## config.mk

```make
export PLATFORM = sky130hd
export DESIGN_NAME = zbt_point_loader
export DESIGN_NICKNAME = d
export VERILOG_FILES = /design/src/rtl/zbt_point_loader.sv
export SDC_FILE = /design/constraint.sdc
export NUM_CORES = 1
export LEC_CHECK = 0
export CORE_MARGIN = 10
export CORE_UTILIZATION = 39
export DETAILED_ROUTE_END_ITERATION = 10
export GPL_ROUTABILITY_DRIVEN = 0
export HOLD_SLACK_MARGIN = 0.08
export PLACE_DENSITY = 0.78
export SLEW_MARGIN = 10
export SYNTH_ARGS = -nofsm -noshare
export SYNTH_HDL_FRONTEND = slang
export SYNTH_SLANG_ARGS = --single-unit
export TNS_END_PERCENT = 5
```

## constraint.sdc

```tcl
create_clock -name clk -period 1.53 [get_ports clk]
set_input_delay 0.2295 -clock clk [delete_from_list [all_inputs] [get_ports clk]]
set_output_delay 0.2295 -clock clk [all_outputs]
set_load 0.1 [all_outputs]
```

## src/rtl/zbt_point_loader.sv

```systemverilog
// zbt_point_loader
//   Walks the point table (index -> {6'b0, x[9:0], y[9:0], color[9:0]}) and
//   writes each word into ZBT SRAM through the port arbiter, one beat at a
//   time. The ZBT data pipeline itself belongs to the downstream controller.
//
//   Optional feature macro: LOADER_VERIFY_EN
//     When defined, a read-back phase follows the writes. Every address is
//     re-requested as a read (mem_we=0, mem_rd=1). mem_rdata is sampled
//     RD_LAT cycles after each grant and compared with the table word. Any
//     difference sets verify_err, which stays set until the next start or
//     reset. RD_LAT must be at least 1.
//
// Ports
//   clk        system clock, all state on the rising edge
//   reset      asynchronous, active-high reset
//   start      begin a run; only looked at while idle
//   index      table index being fetched
//   value      table word for index (combinational from the table)
//   mem_req    request to the ZBT arbiter
//   mem_gnt    arbiter grant; a beat is accepted on an edge with mem_req&mem_gnt
//   mem_addr   beat address, stable while mem_req
//   mem_we     write enable (equals mem_req outside the read-back phase)
//   mem_wdata  write data, stable while mem_req
//   busy       high in every state except IDLE
//   done       one-cycle pulse when a run completes
//   mem_rdata, mem_rd, verify_err  (LOADER_VERIFY_EN only)
//
// Handshake: mem_req rises with address/data already valid, then holds
// request, address and data unchanged until the edge where mem_gnt is also
// high; mem_gnt while mem_req is low has no effect.

module zbt_point_loader #(
    parameter int                NUM_ENTRIES = 4,
    parameter int                IDX_W       = 2,
    parameter int                ADDR_W      = 19,
    parameter logic [ADDR_W-1:0] BASE_ADDR   = '0
`ifdef LOADER_VERIFY_EN
    ,
    parameter int                RD_LAT      = 2
`endif
) (
    input  logic              clk,
    input  logic              reset,
    input  logic              start,
    output logic [IDX_W-1:0]  index,
    input  logic [35:0]       value,
    output logic              mem_req,
    input  logic              mem_gnt,
    output logic [ADDR_W-1:0] mem_addr,
    output logic              mem_we,
    output logic [35:0]       mem_wdata,
`ifdef LOADER_VERIFY_EN
    input  logic [35:0]       mem_rdata,
    output logic              mem_rd,
    output logic              verify_err,
`endif
    output logic              busy,
    output logic              done
);

    localparam logic [IDX_W-1:0] LAST_IDX = IDX_W'(NUM_ENTRIES - 1);

    typedef enum logic [2:0] {
        IDLE   = 3'd0,
        FETCH  = 3'd1,
        REQ    = 3'd2,
        DONE   = 3'd3,
        VFETCH = 3'd4,
        VREQ   = 3'd5,
        VWAIT  = 3'd6
    } state_t;

    state_t state, state_nx;

    logic load;     // capture table word and beat address
    logic idx_inc;
    logic idx_clr;
`ifdef LOADER_VERIFY_EN
    logic       lat_clr;
    logic       cmp;
    logic [7:0] lat_cnt;
`endif

    // State register
    always_ff @(posedge clk or posedge reset) begin
        if (reset) state <= IDLE;
        else       state <= state_nx;
    end

    // Next state and outputs
    always_comb begin
        state_nx = state;
        load     = 1'b0;
        idx_inc  = 1'b0;
        idx_clr  = 1'b0;
        mem_req  = 1'b0;
        mem_we   = 1'b0;
        done     = 1'b0;
        busy     = (state != IDLE);
`ifdef LOADER_VERIFY_EN
        mem_rd   = 1'b0;
        lat_clr  = 1'b0;
        cmp      = 1'b0;
`endif
        case (state)
            IDLE: begin
                if (start) begin
                    state_nx = FETCH;
                    idx_clr  = 1'b1;
                end
            end
            FETCH: begin
                load     = 1'b1;
                state_nx = REQ;
            end
            REQ: begin
                mem_req = 1'b1;
                mem_we  = 1'b1;
                if (mem_gnt) begin
                    if (index == LAST_IDX) begin
`ifdef LOADER_VERIFY_EN
                        state_nx = VFETCH;
                        idx_clr  = 1'b1;
`else
                        state_nx = DONE;
`endif
                    end else begin
                        idx_inc  = 1'b1;
                        state_nx = FETCH;
                    end
                end
            end
            DONE: begin
                done     = 1'b1;
                idx_clr  = 1'b1;
                state_nx = IDLE;
            end
`ifdef LOADER_VERIFY_EN
            // The table word is reloaded into mem_wdata and used as the
            // expected read value.
            VFETCH: begin
                load     = 1'b1;
                state_nx = VREQ;
            end
            VREQ: begin
                mem_req = 1'b1;
                mem_rd  = 1'b1;
                if (mem_gnt) begin
                    lat_clr  = 1'b1;
                    state_nx = VWAIT;
                end
            end
            VWAIT: begin
                if (lat_cnt == 8'(RD_LAT)) begin
                    cmp = 1'b1;
                    if (index == LAST_IDX) begin
                        state_nx = DONE;
                    end else begin
                        idx_inc  = 1'b1;
                        state_nx = VFETCH;
                    end
                end
            end
`endif
            default: state_nx = IDLE;
        endcase
    end

    // Index and beat registers
    always_ff @(posedge clk or posedge reset) begin
        if (reset) begin
            index     <= '0;
            mem_addr  <= '0;
            mem_wdata <= '0;
        end else begin
            if (idx_clr)      index <= '0;
            else if (idx_inc) index <= index + IDX_W'(1);
            if (load) begin
                mem_wdata <= value;
                // ADDR_W-bit sum: wraps past the top of the address space
                mem_addr  <= BASE_ADDR + ADDR_W'(index);
            end
        end
    end

`ifdef LOADER_VERIFY_EN
    // Read latency counter: equals k on the k-th edge after the grant edge
    always_ff @(posedge clk or posedge reset) begin
        if (reset) begin
            lat_cnt    <= '0;
            verify_err <= 1'b0;
        end else begin
            if (lat_clr)              lat_cnt <= 8'd1;
            else if (state == VWAIT)  lat_cnt <= lat_cnt + 8'd1;
            if (state == IDLE && start)          verify_err <= 1'b0;
            else if (cmp && mem_rdata != mem_wdata) verify_err <= 1'b1;
        end
    end
`endif

endmodule

```

==> impl_metrics.xml, run 1 <==
<?xml version="1.0" encoding="UTF-8"?>
<metrics>
  <group name="run_status">
    <metric name="status" unit="">finished, final reports clean</metric>
  </group>
  <group name="setup_path">
    <metric name="criticalPathCategory" unit="">flop to output port</metric>
    <metric name="worst_r2r_startpoint" unit="">state[1]$_DFFE_PP0P_</metric>
    <metric name="critical_path.endpoint_type" unit="">output port</metric>
    <metric name="crit_path_max_fanout" unit="">5</metric>
    <metric name="reg2reg_to" unit="">mem_wdata[22]$_DFFE_PP0N_</metric>
    <metric name="cp.required" unit="ns">1.30</metric>
    <metric name="cp.arrival" unit="ns">1.21</metric>
    <metric name="cp-start-kind" unit="">flop</metric>
    <metric name="reg2regPathDepth" unit="">4</metric>
    <metric name="ff2ff_setup_slack" unit="ns">0.09</metric>
    <metric name="worstSetupStartpoint" unit="">state[0]$_DFFE_PP0P_</metric>
    <metric name="cp-endpoint" unit="">done</metric>
  </group>
  <group name="final_layout">
    <metric name="nets" unit="">266</metric>
    <metric name="final_core_util" unit="%">70.8</metric>
    <metric name="antennaDiodeCount" unit="">0</metric>
    <metric name="synthToLayoutAreaGrowth" unit="%">75.0</metric>
    <metric name="post_route_cells_drive_above_1_share" unit="%">45.2</metric>
    <metric name="num-fill-cells" unit="">304</metric>
    <metric name="design_area" unit="µm²">3340</metric>
  </group>
  <group name="synth">
    <metric name="post-synth-top-count-cell" unit="">sky130_fd_sc_hd__dfrtp_1</metric>
    <metric name="synth-seq-area-share" unit="%">55.0</metric>
    <metric name="synthesis.instances" unit="">131</metric>
    <metric name="syn_avg_cell_area" unit="µm²">14.6</metric>
    <metric name="synth_unique_cells" unit="">19</metric>
    <metric name="postSynth.asyncResetShare" unit="%">100</metric>
    <metric name="synth_largest_area_cell" unit="">sky130_fd_sc_hd__dfrtp_1</metric>
    <metric name="synth_area" unit="µm²">1910</metric>
    <metric name="synth.top_cell.area_share" unit="%">55.0</metric>
    <metric name="synth_flop_cell" unit="">sky130_fd_sc_hd__dfrtp_1</metric>
    <metric name="yosys-top-cells-count" unit="">sky130_fd_sc_hd__dfrtp_1 (42), sky130_fd_sc_hd__mux2_4 (20), sky130_fd_sc_hd__buf_4 (18), sky130_fd_sc_hd__mux2_2 (18)</metric>
    <metric name="syn_warnings" unit="">0</metric>
    <metric name="synth.ff_latch_count" unit="">42</metric>
    <metric name="largest_cells_by_area_after_synthesis" unit="">sky130_fd_sc_hd__dfrtp_1 (55%), sky130_fd_sc_hd__mux2_4 (16%), sky130_fd_sc_hd__mux2_2 (11%)</metric>
    <metric name="synth-edff-count" unit="">0</metric>
  </group>
  <group name="route">
    <metric name="drc" unit="">0</metric>
    <metric name="avgRoutedWirePerCell" unit="µm">17.0</metric>
    <metric name="initialDrtViolationCount" unit="">26</metric>
    <metric name="vias" unit="">1251</metric>
    <metric name="postRouteAntennaNets" unit="">0</metric>
    <metric name="drt-vias-per-instance" unit="">4.34</metric>
    <metric name="drt-pass1-iter-count" unit="">4</metric>
    <metric name="wl" unit="mm">4.89</metric>
  </group>
  <group name="floorplan">
    <metric name="design.portCount" unit="">101</metric>
    <metric name="design.core.area" unit="µm²">4720</metric>
    <metric name="die_height" unit="µm">90.0</metric>
    <metric name="core.rowCount" unit="">25</metric>
    <metric name="initial_utilization" unit="%">40.5</metric>
    <metric name="design.die.area" unit="µm²">8100</metric>
    <metric name="chipWidth" unit="µm">90.0</metric>
  </group>
  <group name="global_route">
    <metric name="grt_pass1_wl" unit="mm">7.93</metric>
    <metric name="maximum_number_of_pins_on_one_net_before_global_route_repair" unit="">43</metric>
    <metric name="gr-usage-all-layers" unit="%">12.2</metric>
    <metric name="globalRoute.busiestLayer" unit="">met2</metric>
    <metric name="antenna_found_initial" unit="">0</metric>
    <metric name="use_met1" unit="%">13.4</metric>
    <metric name="first_global_vias" unit="">1409</metric>
    <metric name="routing_usage_on_met2" unit="%">21.4</metric>
    <metric name="groute.layer.met3.usage" unit="%">3.82</metric>
    <metric name="grt_remaining_overflow" unit="">0</metric>
  </group>
  <group name="clocking">
    <metric name="cts.clk_slew.worst_paths" unit="ns">0.07</metric>
    <metric name="ctsHtreeMaxLevel" unit="">2</metric>
    <metric name="cts_tree" unit="">done</metric>
    <metric name="clk-insertion-delay-late" unit="ns">0.28</metric>
    <metric name="clock_sink_count" unit="">42</metric>
    <metric name="clockRootBuffer" unit="">sky130_fd_sc_hd__clkbuf_8</metric>
    <metric name="cts.path.max_buffers" unit="">2</metric>
    <metric name="cts_made_buffers" unit="">5</metric>
  </group>
  <group name="timing">
    <metric name="finalWorstPathRequiredPeriod" unit="ns">1.44</metric>
    <metric name="hold_ws" unit="ns">0.287</metric>
    <metric name="setup_viol_count_final" unit="">0</metric>
    <metric name="clock_skew" unit="ns">0.00343</metric>
    <metric name="rsz0062_at_grt" unit="">no</metric>
    <metric name="final_worst_path_period_share" unit="%">94.1</metric>
    <metric name="report.final.slew_viol_count" unit="">0</metric>
    <metric name="final-hold-violation-count" unit="">0</metric>
    <metric name="tns" unit="ns">0</metric>
    <metric name="clock.fmax" unit="MHz">695</metric>
  </group>
  <group name="job">
    <metric name="max_cap_viol_count" unit="">0</metric>
  </group>
  <group name="place">
    <metric name="hpwlAfterDp" unit="mm">3.99</metric>
    <metric name="place_area" unit="µm²">3240</metric>
    <metric name="io_buffers" unit="">83</metric>
  </group>
  <group name="hold_path">
    <metric name="hold_crit_path_type" unit="">input port to async pin</metric>
  </group>
</metrics>
## worst min-delay path by stage
stage / to / depth (start not counted)
2_1_floorplan: mem_wdata[0]$_DFFE_PP0N_ / 1
3_3_place_gp: mem_wdata[23]$_DFFE_PP0N_ / 1
3_5_place_dp: mem_wdata[5]$_DFFE_PP0N_ / 1
4_1_cts: mem_wdata[11]$_DFFE_PP0N_ / 3
5_1_grt: mem_wdata[5]$_DFFE_PP0N_ / 3
6_report: mem_wdata[5]$_DFFE_PP0N_ / 3
## per-layer routing
| layer | share of wire [%] | up-vias | wire length (µm) |
|---|---|---|---|
| met5 | 0 | - | 0 |
| met1 | 39 | 602 | 1900 |
| met4 | 1.2 | 0 | 61 |
| met2 | 52 | 59 | 2550 |
| li1 | - | 585 | - |
| met3 | 7.8 | 5 | 382 |
## cell usage in the layout, fill, tap and decap left out, types with 3 or more instances in the layout
cell / count
sky130_fd_sc_hd__inv_1: 3
sky130_fd_sc_hd__buf_12: 47
sky130_fd_sc_hd__conb_1: 17
sky130_fd_sc_hd__mux2_4: 20
sky130_fd_sc_hd__buf_4: 3
sky130_fd_sc_hd__nor2_1: 5
sky130_fd_sc_hd__clkbuf_8: 5
sky130_fd_sc_hd__clkdlybuf4s50_1: 39
sky130_fd_sc_hd__a21oi_1: 3
sky130_fd_sc_hd__mux2_2: 18
sky130_fd_sc_hd__dfrtp_1: 40
## repair_timing
item,4_1_cts,5_1_grt
hold buffers,0,0
pin swaps,0,0
gates resized for setup,1,3
endpoints found under the hold margin,0,0
buffers inserted,1,0
endpoints found under the setup margin,1,2
## through the flow
stage | setup slack (ns) | cells
2_1_floorplan | -0.100 | 147
3_3_place_gp | 0.203 | 280
3_5_place_dp | 0.140 | 280
4_1_cts | 0.0305 | 288
5_1_grt | 0.0340 | 288
6_report | 0.0904 | 288
## kinds of logic (layout without fill, tap and decap cells)
group                    count (synthesis)  in the layout  share of synthesized area [%]
flip-flops                              42             42                           55.0
multiplexers                            39             39                           26.8
buffers and inverters                   27            101                           10.1
AND/OR/NAND/NOR                         10             10                           2.29
AO/OA/AOI/OAI                            6              6                           1.83
adder cells (fa/ha/maj)                  5              5                           3.27
other                                    1             17                          0.196
XOR/XNOR                                 1              1                          0.458
## flip-flops by register name, summed over array words and instances (netlist names)
name / count
mem_wdata: 36
index: 2
mem_addr: 2
state: 2
## layout make-up
type	instances	area (µm²)	share of cell area, %
clock buffer	7	76.3	2.28
tap	67	83.8	2.51
timing repair buffer	89	1350	40.5
sequential	42	1050	31.5
multi-input combinational	78	757	22.6
inverter	5	18.8	0.561
## worst max-delay path, cell delays in order (launching register included)
cell                      delay (ns)
sky130_fd_sc_hd__dfrtp_1        0.39
sky130_fd_sc_hd__buf_4          0.16
sky130_fd_sc_hd__ha_2           0.21
sky130_fd_sc_hd__buf_12         0.17
Power of run 1 is not shown: default switching activity piles up to over one toggle a cycle in this logic, so the estimate is an artifact.
==> run 2, diff against run 1 <==
--- a/config.mk
+++ b/config.mk
@@ -11,7 +11,7 @@
 export GPL_ROUTABILITY_DRIVEN = 0
 export HOLD_SLACK_MARGIN = 0.08
 export PLACE_DENSITY = 0.78
-export SLEW_MARGIN = 10
+export SLEW_MARGIN = 20
 export SYNTH_ARGS = -nofsm -noshare
 export SYNTH_HDL_FRONTEND = slang
 export SYNTH_SLANG_ARGS = --single-unit
==> results of run 2 <==
The final DEF is identical to that of run 1; final timing and power are the same.
Power of run 2 is left out for the same reason.
